**config.mk**
```make
export PLATFORM = sky130hd
export DESIGN_NAME = cam_write_queue
export DESIGN_NICKNAME = d
export VERILOG_FILES = /design/src/rtl/cam_pkg.sv /design/src/rtl/cam_wq_fifo.sv /design/src/rtl/cam_write_queue.sv
export SDC_FILE = /design/constraint.sdc
export NUM_CORES = 1
export LEC_CHECK = 0
export ABC_AREA = 1
export ABC_CLOCK_PERIOD_IN_PS = 6500
export CAP_MARGIN = 20
export CORE_MARGIN = 2
export CORE_UTILIZATION = 45
export CTS_BUF_LIST = sky130_fd_sc_hd__clkbuf_2
export CTS_CLUSTER_DIAMETER = 30
export DETAILED_ROUTE_END_ITERATION = 8
export GPL_ROUTABILITY_DRIVEN = 0
export PLACE_DENSITY = 0.67
export SKIP_CTS_REPAIR_TIMING = 1
export SLEW_MARGIN = 20
export SYNTH_ARGS = -nofsm -noshare
export SYNTH_HDL_FRONTEND = slang
export SYNTH_SLANG_ARGS = --single-unit
```
**constraint.sdc**
```tcl
create_clock -name clk -period 6.5 [get_ports clk]
set_input_delay 1.3 -clock clk [delete_from_list [all_inputs] [get_ports clk]]
set_output_delay 1.3 -clock clk [all_outputs]
set_load 0.02 [all_outputs]
```
**src/rtl/cam_pkg.sv**
```systemverilog
`default_nettype none
// ============================================================================
// Module   : cam_pkg
// Brief    : Shared constants, FSM state encoding and queue entry layout for
//            the CAM write queue.
// Revision : 1.0
// ============================================================================
package cam_pkg;

    localparam int DATA_PER_BLOCK     = 7;
    localparam int CAM_DEF_ADDR_WIDTH = 5;
    localparam int CAM_DEF_DATA_WIDTH = 5 * DATA_PER_BLOCK;

    typedef enum logic [2:0] {
        INIT      = 3'd0,
        IDLE      = 3'd1,
        ISSUE     = 3'd2,
        WAIT_BUSY = 3'd3,
        WAIT_DONE = 3'd4
    } cam_wq_state_t;

    // Layout for the default geometry; the top re-declares it at its own widths.
    typedef struct packed {
        logic [CAM_DEF_ADDR_WIDTH-1:0] addr;
        logic [CAM_DEF_DATA_WIDTH-1:0] data;
        logic [CAM_DEF_DATA_WIDTH-1:0] care;
    } cam_wq_entry_t;

endpackage
`default_nettype wire

```
**src/rtl/cam_wq_fifo.sv**
```systemverilog
`default_nettype none
// ============================================================================
// Module   : cam_wq_fifo
// Brief    : Synchronous show-ahead FIFO holding pending CAM write requests.
// Revision : 1.0
// ============================================================================
module cam_wq_fifo
    import cam_pkg::*;
#(
    parameter int  FIFO_AW = 2,
    parameter type ENTRY_T = cam_wq_entry_t
) (
    input  logic             clk,
    input  logic             rst,
    input  logic             push,
    input  ENTRY_T           push_data,
    input  logic             pop,
    output ENTRY_T           head,
    output logic             empty,
    output logic             full,
    output logic [FIFO_AW:0] level
);

    localparam int c_depth = 2 ** FIFO_AW;

    ENTRY_T           r_mem [c_depth];
    logic [FIFO_AW:0] r_wr_ptr;
    logic [FIFO_AW:0] r_rd_ptr;

    // Extra MSB on each pointer distinguishes full from empty.
    assign level = r_wr_ptr - r_rd_ptr;
    assign empty = (r_wr_ptr == r_rd_ptr);
    assign full  = (r_wr_ptr[FIFO_AW] != r_rd_ptr[FIFO_AW]) &&
                   (r_wr_ptr[FIFO_AW-1:0] == r_rd_ptr[FIFO_AW-1:0]);
    assign head  = r_mem[r_rd_ptr[FIFO_AW-1:0]];

    always_ff @(posedge clk) begin
        if (rst) begin
            r_wr_ptr <= '0;
            r_rd_ptr <= '0;
        end else begin
            if (push) r_wr_ptr <= r_wr_ptr + (FIFO_AW+1)'(1);
            if (pop)  r_rd_ptr <= r_rd_ptr + (FIFO_AW+1)'(1);
        end
    end

    always_ff @(posedge clk) begin
        if (push) r_mem[r_wr_ptr[FIFO_AW-1:0]] <= push_data;
    end

endmodule
`default_nettype wire

```
**src/rtl/cam_write_queue.sv**
```systemverilog
`default_nettype none
// ============================================================================
// Module   : cam_write_queue
// Brief    : Queues CAM write requests and issues them one at a time through
//            the CAM write-port handshake. Define CAM_WQ_SHADOW_EN to keep a
//            bitmap of completed writes on entry_written.
// Revision : 1.0
// ============================================================================
module cam_write_queue
    import cam_pkg::*;
#(
    parameter  int DATA_BLOCKS = 5,
    parameter  int ADDR_WIDTH  = 5,
    parameter  int FIFO_AW     = 2,
    parameter  int ARM_LIMIT   = 4,
    localparam int DATA_WIDTH  = DATA_PER_BLOCK * DATA_BLOCKS,
    localparam int WORDS       = 2 ** ADDR_WIDTH
) (
    input  logic                  clk,
    input  logic                  rst,
    input  logic                  in_valid,
    output logic                  in_ready,
    input  logic [ADDR_WIDTH-1:0] in_addr,
    input  logic [DATA_WIDTH-1:0] in_data,
    input  logic [DATA_WIDTH-1:0] in_care,
    output logic [ADDR_WIDTH-1:0] waddr,
    output logic [DATA_WIDTH-1:0] wdata,
    output logic [DATA_WIDTH-1:0] wcare,
    output logic                  start_write,
    input  logic                  cam_ready,
    output logic                  busy,
    output logic [FIFO_AW:0]      level,
    output logic                  arm_err,
    output logic [WORDS-1:0]      entry_written
);

    localparam int c_cnt_w = $clog2(ARM_LIMIT + 1);

    typedef struct packed {
        logic [ADDR_WIDTH-1:0] addr;
        logic [DATA_WIDTH-1:0] data;
        logic [DATA_WIDTH-1:0] care;
    } entry_t;

    cam_wq_state_t         r_state;
    logic [c_cnt_w-1:0]    r_arm_cnt;
    logic                  r_start_write;
    logic                  r_arm_err;
    logic [ADDR_WIDTH-1:0] r_waddr;
    logic [DATA_WIDTH-1:0] r_wdata;
    logic [DATA_WIDTH-1:0] r_wcare;

    entry_t w_push_entry;
    entry_t w_head;
    logic   w_push;
    logic   w_pop;
    logic   w_empty;
    logic   w_full;

    assign w_push_entry = '{addr: in_addr, data: in_data, care: in_care};
    assign in_ready     = !w_full;
    assign w_push       = in_valid && !w_full;
    assign w_pop        = (r_state == IDLE) && !w_empty && cam_ready;

    cam_wq_fifo #(
        .FIFO_AW (FIFO_AW),
        .ENTRY_T (entry_t)
    ) u_fifo (
        .clk       (clk),
        .rst       (rst),
        .push      (w_push),
        .push_data (w_push_entry),
        .pop       (w_pop),
        .head      (w_head),
        .empty     (w_empty),
        .full      (w_full),
        .level     (level)
    );

    always_ff @(posedge clk) begin
        if (rst) begin
            r_state       <= INIT;
            r_arm_cnt     <= '0;
            r_start_write <= 1'b0;
            r_arm_err     <= 1'b0;
            r_waddr       <= '0;
            r_wdata       <= '0;
            r_wcare       <= '0;
        end else begin
            r_start_write <= 1'b0;
            case (r_state)
                INIT: begin
                    if (cam_ready) r_state <= IDLE;
                end
                IDLE: begin
                    if (w_pop) begin
                        r_waddr       <= w_head.addr;
                        r_wdata       <= w_head.data;
                        r_wcare       <= w_head.care;
                        r_start_write <= 1'b1;
                        r_state       <= ISSUE;
                    end
                end
                ISSUE: begin
                    r_arm_cnt <= '0;
                    r_state   <= WAIT_BUSY;
                end
                WAIT_BUSY: begin
                    // A CAM that never acknowledges is flagged and skipped
                    // so the rest of the queue still drains.
                    if (!cam_ready) begin
                        r_state <= WAIT_DONE;
                    end else if (r_arm_cnt == c_cnt_w'(ARM_LIMIT - 1)) begin
                        r_arm_err <= 1'b1;
                        r_state   <= IDLE;
                    end else begin
                        r_arm_cnt <= r_arm_cnt + c_cnt_w'(1);
                    end
                end
                WAIT_DONE: begin
                    if (cam_ready) r_state <= IDLE;
                end
                default: r_state <= INIT;
            endcase
        end
    end

    assign start_write = r_start_write;
    assign arm_err     = r_arm_err;
    assign waddr       = r_waddr;
    assign wdata       = r_wdata;
    assign wcare       = r_wcare;
    assign busy        = !w_empty || (r_state != IDLE);

`ifdef CAM_WQ_SHADOW_EN
    logic [WORDS-1:0] r_entry_written;

    always_ff @(posedge clk) begin
        if (rst) begin
            r_entry_written <= '0;
        end else if ((r_state == WAIT_DONE) && cam_ready) begin
            r_entry_written[r_waddr] <= 1'b1;
        end
    end

    assign entry_written = r_entry_written;
`else
    assign entry_written = '0;
`endif

endmodule
`default_nettype wire
```
### Word-level counts from Yosys, hierarchy flattened

Memories as Yosys holds them, arrays and structs flattened. A register that Yosys moved wholly into a read port is not among the register bits.
Index checks and enable logic that the tools add are counted.

| word-level totals | value |
|---|---|
| logic and storage cells | 52 |
| memory bits (writable) | 300 |
| register bits | 14 |
| input bits | 79 |
| memories kept | 1 |
| output and inout bits | 114 |

Memory list:

| memory | depth | width | rd ports | clocked after memory_dff | write ports | line | text |
|---|---|---|---|---|---|---|---|
| u_fifo.r_mem | 4 | 75 | 1 | 1 | 1 | cam_wq_fifo.sv:26 | `ENTRY_T r_mem [c_depth];` |

| cells by class | value |
|---|---|
| reductions and logical operators | 15 |
| mux-type cells | 11 |
| eq/ne operators | 14 |
| bitwise gates (word level) | 1 |
| add/subtract/negate cells | 4 |

Operators with widths:

| cell | count |
|---|---|
| 3-bit 2-to-1 mux | 6 |
| 3-bit case mux with 4 select lines | 1 |
| 3-bit by 1-bit adder with 3-bit output, second input constant | 3 |
| 3-bit by 2-bit == test with 1-bit output, second input constant | 3 |
| 3-bit AND reduction | 3 |
| 3-bit case mux with 2 select lines | 1 |
| 1-bit logical AND | 4 |
| 2-bit by 1-bit inequality test with 1-bit output, second input constant | 2 |
| 2-bit inequality test, second input constant | 2 |
| 2-bit OR reduction | 2 |
| 3-bit by 1-bit == test with 1-bit output, second input constant | 1 |
| 3-bit == test | 1 |
| 3-bit == test, second input constant | 1 |
| 3-bit zero test | 1 |
| 1-bit 2-to-1 mux | 3 |
| 3-bit by 1-bit inequality test with 1-bit output, second input constant | 1 |
| 3-bit inequality test, second input constant | 1 |
| 3-bit subtractor | 1 |
| 2-bit == test | 1 |
| 1-bit zero test | 2 |
| 2-bit AND reduction | 1 |
| 2-bit nonzero test | 1 |
| 1-bit logical OR | 1 |
| 1-bit inequality test | 1 |
| 1-bit NOT | 1 |

### Logic depth before layout (Yosys ltp)

Gate-level depths: netlist (run 1).

| logic depth | value |
|---|---|
| depth after elaboration | 6 |
| depth in mapped cells | 12 |
| depth with buffers taken out | 10 |

### Modules after synthesis

From an unflattened synthesis (run 1), not the netlist that was laid out.

| unflattened totals | value |
|---|---|
| cell total of the unflattened synthesis | 1661 |
| area total of the unflattened synthesis | 16354.4 µm² |

By module, submodules not included:

| module | times used | area each (µm²) | cells each | sequential area each (µm²) |
|---|---|---|---|---|
| cam_wq_fifo | 1 | 13080.0 | 1241 | 9168.8 |
| cam_write_queue | 1 | 3274.4 | 420 | 1661.6 |

### Worst setup path after synthesis (run 1)

OpenSTA, ideal clock, no wires.

| timing | value |
|---|---|
| path kind | reg-to-reg |
| start | register u_fifo.r_rd_ptr[1] |
| end | memory u_fifo.r_mem[3][0] in the netlist's numbering (enable) |
| stages on the path, launching flop included | 10 |
| buffers on the path | 2 |
| arrival time | 4703 ps |
| slack | 1287 ps |
| setup time | 510 ps |
| clock period less this slack | 5213 ps |
| required time | 5990 ps |
| cells stage by stage | dfxtp_1 > buf_2 > buf_1 > inv_1 > ha_1 > nand2_1 > inv_1 > nand2_1 > nand2_2 > nor2_1 |

| between the ends | value |
|---|---|
| longest elaborated chain between the ends | 6 |

RTL lines:

| item | line | text |
|---|---|---|
| start, declared | cam_wq_fifo.sv:28 | `logic [FIFO_AW:0] r_rd_ptr;` |
| start signal, assigned | cam_wq_fifo.sv:43 | `if (pop) r_rd_ptr <= r_rd_ptr + (FIFO_AW+1)'(1);` |
| 2-bit == test | cam_wq_fifo.sv:34 | `(r_wr_ptr[FIFO_AW-1:0] == r_rd_ptr[FIFO_AW-1:0]);` |
| 1-bit logical AND | cam_wq_fifo.sv:33 | `assign full = (r_wr_ptr[FIFO_AW] != r_rd_ptr[FIFO_AW]) &&` |
| 1-bit zero test | n/a |  |
| named net in_ready | cam_write_queue.sv:22 | `output logic in_ready,` |
| 1-bit logical AND | cam_write_queue.sv:62 | `assign w_push = in_valid && !w_full;` |
| 1-bit 2-to-1 mux | cam_wq_fifo.sv:48 | `if (push) r_mem[r_wr_ptr[FIFO_AW-1:0]] <= push_data;` |
| 1-bit 2-to-1 mux (implied by the code) | cam_wq_fifo.sv:48 |  |
| end, declared | cam_wq_fifo.sv:26 |  |

The timed path passes the listed nets, and every way through them passes these cells.

### Final worst setup path (run 1)

| timing | value |
|---|---|
| start | register u_fifo.r_rd_ptr[0] |
| end | output level[1] |

| between the ends | value |
|---|---|
| longest elaborated chain between the ends | 1 |

RTL lines:

| item | line | text |
|---|---|---|
| 3-bit subtractor | cam_wq_fifo.sv:31 | `assign level = r_wr_ptr - r_rd_ptr;` |
| end, declared | cam_write_queue.sv:32 | `output logic [FIFO_AW:0] level,` |

Every way passes these cells.

==> impl_metrics.yaml, run 1 <==
timing:
  final_max_slew_viol_count: 0
  final_hold_viol_count: 0
  post-route-min-period_ns: 4.583
  fmax_ghz: 0.2182
  whs_ns: 0.4824
  tns_ns: 0
  timing.slew.headroom_pct: 31.81
  final.setup_skew_ns: 0.06032
  fin_crit_sh_pct: 70.51
  setup_viol: 0
  rsz0062_at_grt: "no"
  worst_pin_slew_ns: 1.023
  layout_setup_ws_ns: 1.917
die:
  pin_count: 193
  dieArea_um2: 34930
  start_util_pct: 46.03
  die_x_um: 186.9
  fp.dieH_um: 186.9
  rows: 66
  core-area_um2: 32700
hold_path:
  hold_class: "reg -> reg"
clock_tree:
  root_buffer: "clkbuf_2"
  h-tree-depth: 3
  cts_tree: "yes"
  clock_latency_ns: 0.93
  clk_path_buf_depth: 3
  cts_buffers: 104
  clock_sinks: 389
  clkTransAtPathRegs_ns: 0.08
global_route:
  overflow: 0
  grt_use_met2_pct: 31.50
  use_met3_pct: 4.128
  grtUsageMet1_pct: 23.30
  grt_pass1_vias: 10020
  grt_pass1_wl_mm: 51.79
  grt_antenna_before_repair: 4
  grtUsageTotal_pct: 18.60
  grt_max_degree: 110
  globalRoute.busiestLayer: "met2"
finish:
  n_fill_cell: 2866
  fin_area_um2: 17930
  multiInputGateArea_um2: 3631
  utilization_pct: 54.82
  layout.cells.non_filler: 2011
  drive_gt1_share_pct: 13.47
  area.sequential_um2: 10800
  syn_to_final_growth_pct: 19.10
  fin_nets: 1568
place:
  hpwl_mm: 18.37
  portBuffers: 160
  placedInstanceArea_um2: 16830
  dp_slack_ns: 2.228
  dp.cells: 1813
flow_run:
  max_cap_viol_count: 0
synth:
  synth_xor_area_share_pct: 0.05819
  synth.distinct_cells: 27
  async_reset_ff_share_pct: 0
  syn_area_um2: 15050
  syn_inst: 1282
  synth_top_family_by_area: "compound AO/OA/AOI/OAI gates"
  synth_mux_area_share_pct: 0
  yosys-top-cells-area: "edfxtp_1 (60%), dfxtp_1 (12%), nor2_1 (7.9%)"
  synth_edf_count: 300
  synth_top_area_share_pct: 59.85
  yosysSeqAreaShare_pct: 71.69
  yosys_warnings: 0
  ys_ff_latch: 389
  synthAdderAreaFrac_pct: 0.8811
  yosys_most_used_dff: "edfxtp_1"
  postSynthAreaPerCell_um2: 11.74
  synth_top_cell_by_area: "edfxtp_1"
  synth-compound-area-share_pct: 13.26
  synth-simple-area-share_pct: 8.845
routing:
  routed_wl_mm: 32.78
  wl_per_cell_um: 16.30
  ant_nets: 0
  drt_iter0_drc: 676
  avgViaCountPerCell: 5.022
  drc: 0
  drt_pass1_iterations: 4
  num_vias: 10100
critical_path:
  rr_worst_depth: 9
  startpoint_type: "flop"
  cp.arrival_ns: 3.28
  cp-endpoint: "level[1]"
  crit_type: "reg -> out"
  path_max_fanout: 76
  cp_data_required_time_ns: 5.20
  worstSetupStartpoint: "u_fifo.r_rd_ptr[0]"
  critPathCaptureType: "primary output"
  r2r-start: "u_fifo.r_rd_ptr[0]"
  timing.rr.end: "r_state[1]"
  r2r_setup_slack_ns: 2.59
run_status:
  status: "finished, final reports clean"
pwr:
  power_density_nw_per_um2: 323.2
  p_leak_nw: 6.404
  ir_worst_vdd_uv: 196.2
  finalPower_mw: 5.794
## sequential cells by signal (all words and copies together) (netlist names)
register	cells
r_arm_cnt	3
u_fifo.r_wr_ptr	3
start_write	1
waddr	5
wcare	35
u_fifo.r_rd_ptr	3
wdata	35
u_fifo.r_mem	300
r_state	3
arm_err	1
## layout by cell type, fill, tap and decap left out, types with 2 or more instances in the layout
| cell | instances |
|---|---|
| nor2_1 | 312 |
| edfxtp_1 | 300 |
| o21ai_0 | 186 |
| clkbuf_2 | 166 |
| clkdlybuf4s50_1 | 160 |
| o21ai_1 | 126 |
| dfxtp_1 | 87 |
| a21oi_1 | 83 |
| conb_1 | 32 |
| inv_1 | 22 |
| nand2_1 | 16 |
| clkinv_1 | 11 |
| buf_4 | 10 |
| ha_1 | 9 |
| clkinv_2 | 8 |
| nor2_4 | 5 |
| nand3_1 | 5 |
| buf_16 | 4 |
| diode_2 | 3 |
| bufinv_16 | 3 |
| inv_2 | 2 |
| nor3_1 | 2 |
| clkinvlp_4 | 2 |
| dfxtp_4 | 2 |
## power by group
part | leakage, nW | internal [mW] | switching (mW)
clock | 0.794 | 0.800 | 0.973
combinational | 2.13 | 0.381 | 0.683
sequential | 3.48 | 2.86 | 0.100
total | 6.40 | 4.04 | 1.76
## worst max-delay path, stage by stage, from the launching register on
cell and delay (ns):
dfxtp_4 0.90, ha_1 0.30, fa_1 0.42, inv_1 0.12
clkdlybuf4s50_1 0.62
## cell type report
cell class              count  share of cell area (%)
clock buffers             166                   4.634
clock inverters            27                   1.159
multi-input cells         785                   20.25
well taps                 442                   3.085
diodes                      3                 0.04188
flip-flops and latches    389                   60.23
inverters                  24                  0.5165
repair buffers            175                   10.08
## per-layer routing
metal	share of wire (%)	wire length (um)
met3	5.5	1810
met4	1.6	522
met2	51	16600
met1	42	13830
met5	0.049	16
## Yosys cell counts (2+ instances only)
cell type,n
buf_6,6
ha_1,9
buf_1,6
nand2_1,16
clkbuf_2,2
nor2_1,316
a21oi_1,83
nand3_2,2
clkbuf_1,23
nand3_1,5
inv_1,23
buf_2,29
dfxtp_1,89
o21ai_1,126
buf_4,49
nand2_2,2
nor3_1,2
o21ai_0,186
edfxtp_1,300
## how the worst min path moves through the flow
| stage | from | endpoint | slack (ns) | depth (start not counted) |
|---|---|---|---|---|
| 2_1_floorplan | r_state[2] | r_state[2] | 0.47 | 2 |
| 4_1_cts | arm_err | arm_err | 0.49 | 2 |
| 5_1_grt | wcare[31] | wcare[31] | 0.52 | 2 |
| 3_3_place_gp | arm_err | arm_err | 0.45 | 2 |
| 3_5_place_dp | arm_err | arm_err | 0.46 | 2 |
| 6_report | arm_err | arm_err | 0.48 | 2 |
## kinds of logic (layout without fill, tap and decap cells)
| family | Yosys count | after routing |
|---|---|---|
| fa+ha+maj | 10 | 10 |
| flops | 389 | 389 |
| buf+inv | 139 | 392 |
| other cells | 1 | 35 |
| xor+xnor | 1 | 1 |
| simple gates | 345 | 345 |
| compound gates | 397 | 397 |
Power figures use the tool's default switching activity.
==> run 2: changes to the inputs <==
Settings changed: ABC_CLOCK_PERIOD_IN_PS 6500 to 4600.
Clock period 6.5 ns to 4.6 ns, I/O delays scaled along.
==> impl_metrics.yaml, run 2 (synthesis gave the netlist of run 1 again) <==
run_status:
  status: "finished, final reports clean"
global_route:
  grtUsageMet1_pct: 23.90
  grt_max_degree: 88
  grt_pass1_vias: 9764
  grt_pass1_wl_mm: 51.20
  use_met3_pct: 4.146
  grt_use_met2_pct: 30.20
  grtUsageTotal_pct: 18.38
  globalRoute.busiestLayer: "met2"
  grt_antenna_before_repair: 2
  overflow: 0
critical_path:
  crit_slowest_cell: "clkdlybuf4s50_1"
  cpPeakStageDelay_ns: 0.62
  startpoint_type: "flop"
  worstSetupStartpoint: "u_fifo.r_wr_ptr[0]"
  path_cells: "inv_1 > ha_1 > fa_1 > xor2_1 > clkdlybuf4s50_1"
  path_buf_inv: 2
  critPathCaptureType: "primary output"
  r2r-start: "u_fifo.r_rd_ptr[1]"
  cpLargestDelayFamily: "buffers and inverters"
  path_max_fanout: 5
  cp.arrival_ns: 2.87
  crit_type: "reg -> out"
  cp_data_required_time_ns: 3.68
routing:
  ant_nets: 0
  num_vias: 10020
  avgViaCountPerCell: 4.995
  drc: 0
  drt_iter0_drc: 756
  wl_per_cell_um: 16.28
  drt_pass1_iterations: 5
  routed_wl_mm: 32.66
place:
  dp_slack_ns: 1.502
  hpwl_mm: 18.54
  portBuffers: 160
die:
  start_util_pct: 46.03
  rows: 66
  pin_count: 193
  die_x_um: 186.9
  fp.dieH_um: 186.9
  core-area_um2: 32700
  dieArea_um2: 34930
pwr:
  ir_worst_vdd_uv: 259.0
  p_leak_nw: 6.337
  finalPower_mw: 8.037
  power_density_nw_per_um2: 452.0
timing:
  post-route-min-period_ns: 3.789
  final_max_slew_viol_count: 0
  fmax_ghz: 0.2639
  timing.slew.headroom_pct: 35.77
  layout_setup_ws_ns: 0.8108
  worst_pin_slew_ns: 0.9634
  rsz0062_at_grt: "no"
  tns_ns: 0
  final_hold_viol_count: 0
  fin_crit_sh_pct: 82.37
  setup_viol: 0
  whs_ns: 0.4829
  final.setup_skew_ns: 0.07008
clock_tree:
  clock_latency_ns: 0.92
  cts_buffers: 100
  cts_tree: "yes"
  clk_path_buf_depth: 3
  h-tree-depth: 3
  clkTransAtPathRegs_ns: 0.11
  root_buffer: "clkbuf_2"
  clock_sinks: 389
flow_run:
  max_cap_viol_count: 0
finish:
  utilization_pct: 54.37
  drive_gt1_share_pct: 12.86
  final_cell_mix: "nor2_1 (312), edfxtp_1 (300), o21ai_0 (186)"
  fin_nets: 1567
  largest_reg_flops: 300
  final_common_cell: "nor2_1"
  syn_to_final_growth_pct: 18.13
hold_path:
  hold_class: "reg -> reg"
  min-delay-start: "arm_err"
==> run 2: changes by cell type in the layout (fill, tap and decap cells not counted), sizes merged <==
cell    change
clkbuf     -10
clkinv      +6
buf         +3
diode       -2
bufinv      -1
inv         -1
==> run 2: tightest hold or removal path, stage by stage, from the launching register on <==
cell and delay, ns:
dfxtp_1 0.34, a21oi_1 0.04, nor2_1 0.07
==> run 2: area by class of cell <==
type                       count  area (um^2)
timing repair buffer         178         1737
clock buffer                 156        780.7
inverter                      24        92.59
clock inverter                31        186.4
antenna                        1        2.502
fill                        2844        14920
sequential                   389        10800
multi-input combinational    785         3631
tap                          442        553.0
==> run 2: path summary, 6_finish.rpt <==
check | end | slack, ns | cells after the start
setup reg to reg | u_fifo.r_mem[2][65] | 1.66 | 8
setup / recovery | level[2] | 0.81 | 5
hold reg to reg | arm_err | 0.48 | 2
hold / removal | arm_err | 0.48 | 2
==> run 2: routing by layer <==
layer	up-vias	wire length, um	part of all wire (%)
li1	4928	-	-
met1	4716	14230	44
met2	322	15970	49
met3	52	1841	5.6
met4	2	597	1.8
met5	-	11	0.034
==> run 2: through the flow <==
stage / instances / cell area, um^2
after floorplan: 1313 / 15170
after global placement: 1818 / 16810
after detailed placement: 1818 / 16810
after CTS: 2005 / 17780
after global routing: 2006 / 17780
final: 2006 / 17780
==> run 2: power breakdown <==
part	switching [mW]	internal, mW
registers	0.113	4.04
clock network	1.36	1.02
logic	0.986	0.529
